===== src/rtl/uart_rx_os_if.sv =====
// Receive-side byte handshake of uart_rx_os: valid/ready holding register plus status pulses.
// master = receiver, slave = downstream consumer.
interface uart_rx_os_if;
  // A byte transfers on any posedge clk where rx_valid && rx_ready. rx_data is held stable while
  // rx_valid=1. rx_valid drops after acceptance unless a new byte is loaded in the same cycle.
  logic [7:0] rx_data;
  logic       rx_valid;
  logic       rx_ready;
  logic       frame_err;
  logic       parity_err;
  logic       overrun;
  logic       busy;

  modport master (
    output rx_data, rx_valid, frame_err, parity_err, overrun, busy,
    input  rx_ready
  );

  modport slave (
    input  rx_data, rx_valid, frame_err, parity_err, overrun, busy,
    output rx_ready
  );
endinterface


===== src/rtl/uart_rx_os.sv =====
// 16x-oversampling UART receiver (8N1, or 8E1 when UART_RX_PARITY_EN is defined) with
// centre sampling, false-start rejection, error pulses and a valid/ready holding register.
module uart_rx_os #(
    parameter int CLK_FREQ   = 1000000,
    parameter int BAUD_RATE  = 9600,
    parameter int OVERSAMPLE = 16
) (
    input  logic           clk,
    input  logic           rst,
    input  logic           rx,
    uart_rx_os_if.master   bus,
    output logic [2:0]     fsm_state
);

    localparam int DIV_RAW = CLK_FREQ / (BAUD_RATE * OVERSAMPLE);
    localparam int DIV     = (DIV_RAW < 1) ? 1 : DIV_RAW;
    localparam int DIV_W   = (DIV > 1) ? $clog2(DIV) : 1;
    localparam int OS_W    = $clog2(OVERSAMPLE);

    localparam logic [DIV_W-1:0] DIV_M1  = DIV_W'(DIV - 1);
    localparam logic [OS_W-1:0]  HALF_M1 = OS_W'(OVERSAMPLE / 2 - 1);
    localparam logic [OS_W-1:0]  FULL_M1 = OS_W'(OVERSAMPLE - 1);

    typedef enum logic [2:0] {
        IDLE      = 3'd0,
        START     = 3'd1,
        DATA      = 3'd2,
        PARITY    = 3'd3,
        STOP      = 3'd4,
        WAIT_HIGH = 3'd5
    } state_t;

    state_t           state, state_n;
    logic             rx_m, rx_s;
    logic [DIV_W-1:0] div_cnt;
    logic             tick;
    logic [OS_W-1:0]  os_cnt, os_cnt_n;
    logic [2:0]       bit_idx, bit_idx_n;
    logic [7:0]       data_sr, data_sr_n;
    logic             stop_good, stop_bad;
    logic             deliver_q;
`ifdef UART_RX_PARITY_EN
    logic             par_bit, par_bit_n;
    logic             par_bad;
`endif

    assign tick      = (div_cnt == DIV_M1);
    assign bus.busy  = (state != IDLE);
    assign fsm_state = state;

    always_comb begin
        state_n   = state;
        os_cnt_n  = os_cnt;
        bit_idx_n = bit_idx;
        data_sr_n = data_sr;
        stop_good = 1'b0;
        stop_bad  = 1'b0;
`ifdef UART_RX_PARITY_EN
        par_bit_n = par_bit;
        par_bad   = 1'b0;
`endif
        if (tick) begin
            case (state)
                IDLE: begin
                    if (!rx_s) begin
                        state_n  = START;
                        os_cnt_n = '0;
                    end
                end
                START: begin
                    // Half a bit after the falling edge: a high line here was only a glitch.
                    if (os_cnt == HALF_M1) begin
                        os_cnt_n  = '0;
                        bit_idx_n = '0;
                        state_n   = rx_s ? IDLE : DATA;
                    end else begin
                        os_cnt_n = os_cnt + 1'b1;
                    end
                end
                DATA: begin
                    if (os_cnt == FULL_M1) begin
                        os_cnt_n  = '0;
                        data_sr_n = {rx_s, data_sr[7:1]};
                        bit_idx_n = bit_idx + 3'd1;
                        if (bit_idx == 3'd7) begin
`ifdef UART_RX_PARITY_EN
                            state_n = PARITY;
`else
                            state_n = STOP;
`endif
                        end
                    end else begin
                        os_cnt_n = os_cnt + 1'b1;
                    end
                end
`ifdef UART_RX_PARITY_EN
                PARITY: begin
                    if (os_cnt == FULL_M1) begin
                        os_cnt_n  = '0;
                        par_bit_n = rx_s;
                        state_n   = STOP;
                    end else begin
                        os_cnt_n = os_cnt + 1'b1;
                    end
                end
`endif
                STOP: begin
                    if (os_cnt == FULL_M1) begin
                        os_cnt_n = '0;
`ifdef UART_RX_PARITY_EN
                        par_bad  = ^{data_sr, par_bit};
`endif
                        if (rx_s) begin
                            state_n = IDLE;
`ifdef UART_RX_PARITY_EN
                            stop_good = !par_bad;
`else
                            stop_good = 1'b1;
`endif
                        end else begin
                            stop_bad = 1'b1;
                            state_n  = WAIT_HIGH;
                        end
                    end else begin
                        os_cnt_n = os_cnt + 1'b1;
                    end
                end
                WAIT_HIGH: begin
                    if (rx_s) state_n = IDLE;
                end
                default: state_n = IDLE;
            endcase
        end
    end

    always_ff @(posedge clk) begin
        if (rst) begin
            rx_m           <= 1'b1;
            rx_s           <= 1'b1;
            div_cnt        <= '0;
            state          <= IDLE;
            os_cnt         <= '0;
            bit_idx        <= '0;
            data_sr        <= '0;
            deliver_q      <= 1'b0;
            bus.rx_data    <= '0;
            bus.rx_valid   <= 1'b0;
            bus.frame_err  <= 1'b0;
            bus.parity_err <= 1'b0;
            bus.overrun    <= 1'b0;
`ifdef UART_RX_PARITY_EN
            par_bit        <= 1'b0;
`endif
        end else begin
            rx_m      <= rx;
            rx_s      <= rx_m;
            div_cnt   <= tick ? '0 : div_cnt + 1'b1;
            state     <= state_n;
            os_cnt    <= os_cnt_n;
            bit_idx   <= bit_idx_n;
            data_sr   <= data_sr_n;
            deliver_q <= stop_good;
            bus.frame_err <= stop_bad;
`ifdef UART_RX_PARITY_EN
            par_bit        <= par_bit_n;
            bus.parity_err <= par_bad;
`else
            bus.parity_err <= 1'b0;
`endif
            // A full, unread holding register keeps its byte; the new one is dropped.
            bus.overrun <= deliver_q && bus.rx_valid && !bus.rx_ready;
            if (deliver_q && (!bus.rx_valid || bus.rx_ready)) begin
                bus.rx_data  <= data_sr;
                bus.rx_valid <= 1'b1;
            end else if (bus.rx_valid && bus.rx_ready) begin
                bus.rx_valid <= 1'b0;
            end
        end
    end

endmodule

===== src/flat_wrapper.sv =====
// flat-port wrapper written by rule: the top's interface ports become plain ports
module uart_rx_os_flat 
#(
    parameter int CLK_FREQ   = 1000000,
    parameter int BAUD_RATE  = 9600,
    parameter int OVERSAMPLE = 16
)
  (clk, rst, rx, fsm_state, bus_rx_data, bus_rx_valid, bus_frame_err, bus_parity_err, bus_overrun, bus_busy, bus_rx_ready);
  uart_rx_os_if bus_i ();
  input  logic clk;
  input  logic rst;
  input  logic rx;
  output logic [2:0] fsm_state;
  output wire logic [$bits(bus_i.rx_data)-1:0] bus_rx_data;
  output wire logic [$bits(bus_i.rx_valid)-1:0] bus_rx_valid;
  output wire logic [$bits(bus_i.frame_err)-1:0] bus_frame_err;
  output wire logic [$bits(bus_i.parity_err)-1:0] bus_parity_err;
  output wire logic [$bits(bus_i.overrun)-1:0] bus_overrun;
  output wire logic [$bits(bus_i.busy)-1:0] bus_busy;
  input wire logic [$bits(bus_i.rx_ready)-1:0] bus_rx_ready;
  assign bus_rx_data = bus_i.rx_data;
  assign bus_rx_valid = bus_i.rx_valid;
  assign bus_frame_err = bus_i.frame_err;
  assign bus_parity_err = bus_i.parity_err;
  assign bus_overrun = bus_i.overrun;
  assign bus_busy = bus_i.busy;
  assign bus_i.rx_ready = bus_rx_ready;
  uart_rx_os #(.CLK_FREQ(CLK_FREQ), .BAUD_RATE(BAUD_RATE), .OVERSAMPLE(OVERSAMPLE)) u_core (.clk(clk), .rst(rst), .rx(rx), .bus(bus_i), .fsm_state(fsm_state));
endmodule

===== config.mk =====
export PLATFORM = sky130hd
export DESIGN_NAME = uart_rx_os_flat
export DESIGN_NICKNAME = d
export VERILOG_FILES = /design/src/rtl/uart_rx_os_if.sv /design/src/rtl/uart_rx_os.sv /design/src/flat_wrapper.sv
export SDC_FILE = /design/constraint.sdc
export NUM_CORES = 1
export LEC_CHECK = 0
export BUFFER_PORTS_ARGS = -buffer_cell sky130_fd_sc_hd__buf_2
export CORE_UTILIZATION = 25
export DETAILED_ROUTE_END_ITERATION = 7
export SLEW_MARGIN = 30
export SYNTH_ARGS = -nofsm -noshare
export SYNTH_HDL_FRONTEND = slang
export SYNTH_SLANG_ARGS = --single-unit

===== constraint.sdc =====
create_clock -name clk -period 2.2 [get_ports clk]
set_input_delay 0.44 -clock clk [delete_from_list [all_inputs] [get_ports clk]]
set_output_delay 0.44 -clock clk [all_outputs]
set_load 0.01 [all_outputs]

==> metrics.txt, run 1 <==
clock latency on the worst-skew pair 0.28 ns; H-Tree Depth 2; Post-synth ARST share 0; initial antenna violation count 0; Routed Antenna Nets 0; Worst IR Drop VDD approximately 0.30 mV; cell taking the most area after synthesis dfxtp_1; Congestion Overflow GR 0; DIE AREA roughly 0.0067 mm2; required time of the critical path between 1.5 and 2 ns; vias after detailed routing 1222; fin. max-slew vios 0; storage element area 701 um2; die height 82.1 um; skew final approximately 0.0057 ns; type of origin of the critical path flop; Reg power frac 0.548; top cell type's share of synthesized area 0.437; Place WS between 0.4 and 0.5 ns; commonest non-fill, non-tap cell in the layout dfxtp_1; Starting Density 0.265; pin count of the biggest net entering global routing 36; power per standard cell area 633 mW/mm2; Fillers about 630; max_cap viols 0; Gate power share 0.028; RSZ-0062 raised after global routing no; main flop type after synthesis dfxtp_1; die width between 80 and 90 um; Cell Int Power 906 uW; library cells used by synthesis 44; vias in the first global route 1110; Seq/Total Area, Yosys 0.437; antenna cells 0; CP Max Fanout 15; Final Hold Violating Endpoints 0; CTS-repair resized insts 0; DR pass1 iterations 4; Synth-to-Final Area Change 16.0%; status completed; first-pass GRT wire length 5.21 mm; Setup WS post-layout 0.342 ns; fin crit period 1.86 ns; syn_nets 180; cells after synthesis around 170; TritonCTS clock tree done; Post-DP HPWL roughly 2.1 mm; CORE AREA 0.00606 mm2; Hold Crit Class in -> reg; register bit total from synthesis 35; CP arrival 1.42 ns; Residual DRC 0; Final Util 0.307; Post-CTS Setup Bufs 0; commonest non-fill, non-tap cells in the layout 35 x dfxtp_1, 23 x nor2_1, 18 x buf_2; port bufs 18; Total Neg Setup Slack 0 ns; actual slew at the worst max-slew pin 0.651 ns; final setup fails 0; number of flops mapped to enable cells by yosys 0; DR WL/cell ~12 um; Final #Nets 197; CTS max path bufs 2; # hold bufs at CTS 0; Root Buffer clkbuf_8; Std-Cell Rows 28; Tcrit/Tclk final 0.844; drt total wl 3.05 mm; share of cells above drive strength 1 0.201; Relative slew margins 0.566; Synth area leaders dfxtp_1 44%, mux2i_1 10%, nor2_1 5.4%; Num Clock Sinks 35; average size of a mapped cell 9.38 um2; P_leak 0.000856 uW; Clock transition at path regs 0.08 ns; Setup CP Type reg -> out; CTS buffer count 5; NetSw 271 uW; initial drt markers 81; Setup crit end kind primary output; drt via density 4.63; clock share of power 0.425; mapped cell area 0.00160 mm2; Switching Share 0.230; num ports 20; Total GRT Usage 0.101; Ys Warns 0; routability cong. 0.751; Max Freq roughly 540 MHz; multi-input logic area a little over 800 um2
-- sequential cells by signal, indices dropped and copies added, names as in the netlist, 3 cells and up --
signal	flops
u_core.fsm_state	3
u_core.div_cnt	3
u_core.os_cnt	4
u_core.bit_idx	3
u_core.bus.rx_data	8
u_core.data_sr	8
-- final timing paths --
path | end | slack, ns | cells past startpoint | start
worst min-delay path | u_core.rx_m | 0.33 | 2 | rx
worst min register to register | u_core.rx_s | 0.42 | 1 | u_core.rx_m
worst max register to register | u_core.fsm_state[0] | 0.39 | 5 | u_core.os_cnt[0]
worst max-delay path | bus_busy | 0.34 | 3 | u_core.fsm_state[0]
-- Yosys cell counts (2+ instances only) --
| cell type | instances |
|---|---|
| nand4b_1 | 2 |
| clkbuf_1 | 7 |
| mux2i_1 | 16 |
| dfxtp_1 | 35 |
| buf_2 | 3 |
| nand4_1 | 4 |
| or3_1 | 2 |
| nand3_1 | 6 |
| a31oi_1 | 2 |
| o21ai_0 | 3 |
| inv_1 | 5 |
| and2_1 | 2 |
| nand3b_1 | 3 |
| buf_4 | 2 |
| nor2_1 | 23 |
| nand2_1 | 7 |
| nor3b_1 | 2 |
| nor3_1 | 6 |
| or2_2 | 2 |
| ha_1 | 5 |
| nor2b_1 | 2 |
| nand2b_1 | 3 |
| a21oi_1 | 8 |
-- per-layer routing --
metal | track usage | vias up | share of wire
li1 | - | 634 | -
met1 | 0.133 | 566 | 0.50
met2 | 0.155 | 20 | 0.46
met3 | 0.0341 | 2 | 0.042
met4 | 0.0316 | 0 | 0.0039
met5 | 0 | - | 0
-- through the flow --
step	hold WS, ns	instance area, um2	total power (uW)	instances
6_report	0.333	1860	1180	264
5_1_grt	0.320	1860	1240	264
4_1_cts	0.323	1860	1200	264
3_5_place_dp	0.397	1760	693	256
3_3_place_gp	0.397	1760	692	256
2_1_floorplan	0.389	1600	685	171
-- power groups by stage --
stage | Combinational [uW] | Clock, uW | Sequential (uW)
after floorplan | 26.8 | 0 | 658
after global placement | 32.6 | 0 | 659
after detailed placement | 33.2 | 0 | 660
after CTS | 33.2 | 521 | 645
after global routing | 39.5 | 555 | 645
final | 32.7 | 500 | 645
-- kinds of logic after synthesis --
| kind of cell | share of synthesized area |
|---|---|
| compound gates | 0.113 |
| buf+inv | 0.0468 |
| mux | 0.107 |
| xor+xnor | 0.00546 |
| fa+ha+maj | 0.0452 |
| flops | 0.437 |
| simple gates | 0.243 |
| other cells | 0.00234 |
-- critical path: stages (launching register included) --
cell and delay, ns:
dfxtp_1 0.37, buf_4 0.20, or3_1 0.40, buf_2 0.15
-- layout make-up --
cell class,count,share of cell area
multi-input combinational,119,0.445
tap,75,0.0504
clock buffer,6,0.0444
inverter,5,0.0101
timing repair buffer,22,0.0646
clock inverter,2,0.00874
sequential,35,0.377
No activity file was read; power rests on OpenSTA's default activity.
==> run 2, diff against run 1 <==
Clock period 2.2 ns to 1.5 ns, I/O delays scaled along.
==> metrics.txt, run 2 (synthesis gave the netlist of run 1 again) <==
Root Buffer clkbuf_8 (unchanged); max_cap viols 0 (unchanged); CTS buffer count 5 (unchanged); Residual DRC 0 (unchanged); required time of the critical path 1.20 ns (was 1.76 ns); Setup crit end kind primary output (unchanged); CP Max Fanout 2 (was 15); failing checks setup timing; commonest non-fill, non-tap cells in the layout 29 x dfxtp_1, 28 x buf_4, 23 x nor2_1 (was 35 x dfxtp_1, 23 x nor2_1, 18 x buf_2); pin count of the biggest net entering global routing 25 (was 36); NetSw 380 uW (was 271 uW); fin. max-slew vios 0 (unchanged); Gate power share 0.038 (was 0.028); clock latency on the worst-skew pair 0.29 ns (was 0.28 ns); Num Clock Sinks 35 (unchanged); status finished, violations left (was completed); Switching Share 0.201 (was 0.230); Max Freq ~610 MHz; skew final 0.00535 ns (was 0.00574 ns); first-pass GRT wire length 5.38 mm (was 5.21 mm); Total GRT Usage 0.108 (was 0.101); port bufs 18 (unchanged); Synth-to-Final Area Change 43.5% (was 16.0%); Final #Nets 232 (was 197); routability cong. 0.784 (was 0.751); Hold Crit Class in -> reg (unchanged); CORE AREA 0.00606 mm2 (unchanged); CP arrival 1.35 ns (was 1.42 ns); TritonCTS clock tree done (unchanged); placed instance count 285 (was 256); Std-Cell Rows 28 (unchanged); Worst IR Drop VDD 0.509 mV (was 0.297 mV); Largest regs u_core.bus.rx_data: 8 flops, u_core.data_sr: 8 flops, u_core.os_cnt: 4 flops (unchanged); final setup fails 10 (was 0); RSZ-0062 raised after global routing yes (was no); drt total wl 3.50 mm (was 3.05 mm); initial drt markers 51 (was 81); DIE AREA 0.00674 mm2 (unchanged); DR pass1 iterations 4 (unchanged); Tcrit/Tclk final 1.10; initial antenna violation count 0 (unchanged); DR WL/cell 11.7 um (was 11.6 um); Reg power frac 0.500 (was 0.548); share of cells above drive strength 1 0.415 (was 0.201); P_leak 0.00107 uW (was 0.000856 uW); Setup WS post-layout -0.151 ns (was 0.342 ns); worst hold slack 0.197 ns (was 0.333 ns); Cell Int Power 1510 uW (was 906 uW); clock share of power 0.462 (was 0.425); power per standard cell area 820 mW/mm2 (was 633 mW/mm2); Starting Density 0.265 (unchanged); vias after detailed routing 1367 (was 1222); CTS max path bufs 2 (unchanged); antenna cells 0 (unchanged); Post-DP HPWL 2.31 mm (was 2.14 mm); non-filler cells, final 299 (was 264); Setup CP Type reg -> out (unchanged); drt via density 4.57 (was 4.63); num ports 20 (unchanged); Congestion Overflow GR 0 (unchanged); Routed Antenna Nets 0 (unchanged); die width 82.1 um (unchanged); type of origin of the critical path flop (unchanged); H-Tree Depth 2 (unchanged); Clock transition at path regs 0.07 ns (was 0.08 ns); commonest non-fill, non-tap cell in the layout dfxtp_1 (unchanged); die height 82.1 um (unchanged); fin crit period 1.65 ns; Final Hold Violating Endpoints 0 (unchanged); vias in the first global route 1205 (was 1110); Power Total 1890 uW (was 1180 uW)
## run 2: worst max-delay path, cell delays in order, from the launching register on
cell	delay, ns
dfxtp_2	0.33
buf_6	0.11
buf_6	0.10
or3_4	0.38
buf_6	0.13
## run 2: routing by layer
| layer | track usage | up-vias | share of wire |
|---|---|---|---|
| li1 | - | 707 | - |
| met5 | 0 | - | 0 |
| met4 | 0.0421 | 0 | 0.015 |
| met3 | 0.0429 | 5 | 0.046 |
| met1 | 0.132 | 636 | 0.47 |
| met2 | 0.170 | 19 | 0.47 |
## run 2: timing repair
action,in CTS,in global routing
hold buffers,0,0
pin swaps,23,14
resized for setup,25,10
endpoints found under the setup margin,12,19
buffers inserted,7,2
## run 2: layout make-up
type / count / area [um2]
clock buffers: 6 / 82.6
fillers: 594 / 3760
multi-input cells: 119 / 922
flip-flops and latches: 35 / 711
well taps: 75 / 93.8
clock inverters: 2 / 35.0
repair buffers: 57 / 439
inverters: 5 / 18.8
## run 2: metrics by stage
stage	worst slack [ns]	util	area, um2	TNS [ns]
2_1_floorplan	-0.0868	-	1620	-0.461
3_3_place_gp	-0.0966	0.331	2000	-0.280
3_5_place_dp	-0.163	0.331	2000	-0.437
4_1_cts	-0.161	0.372	2250	-0.892
5_1_grt	-0.195	0.380	2300	-1.57
6_report	-0.151	0.380	2300	-0.808
## run 2: path summary, 6_finish.rpt
check | depth (start not counted) | slack [ns] | end | start
min reg2reg | 1 | 0.42 | u_core.rx_s | u_core.rx_m
min | 2 | 0.20 | u_core.rx_m | rx
max reg2reg | 6 | -0.11 | u_core.fsm_state[0] | u_core.bit_idx[0]
max | 4 | -0.15 | bus_busy | u_core.fsm_state[1]
## run 2: power by group through the flow
stage,combinational [uW],sequential [uW],clock (uW)
2_1_floorplan,39.8,965,0
5_1_grt,80.6,944,931
3_5_place_dp,68.0,965,0
4_1_cts,70.6,942,903
6_report,72.7,944,872
3_3_place_gp,67.3,965,0
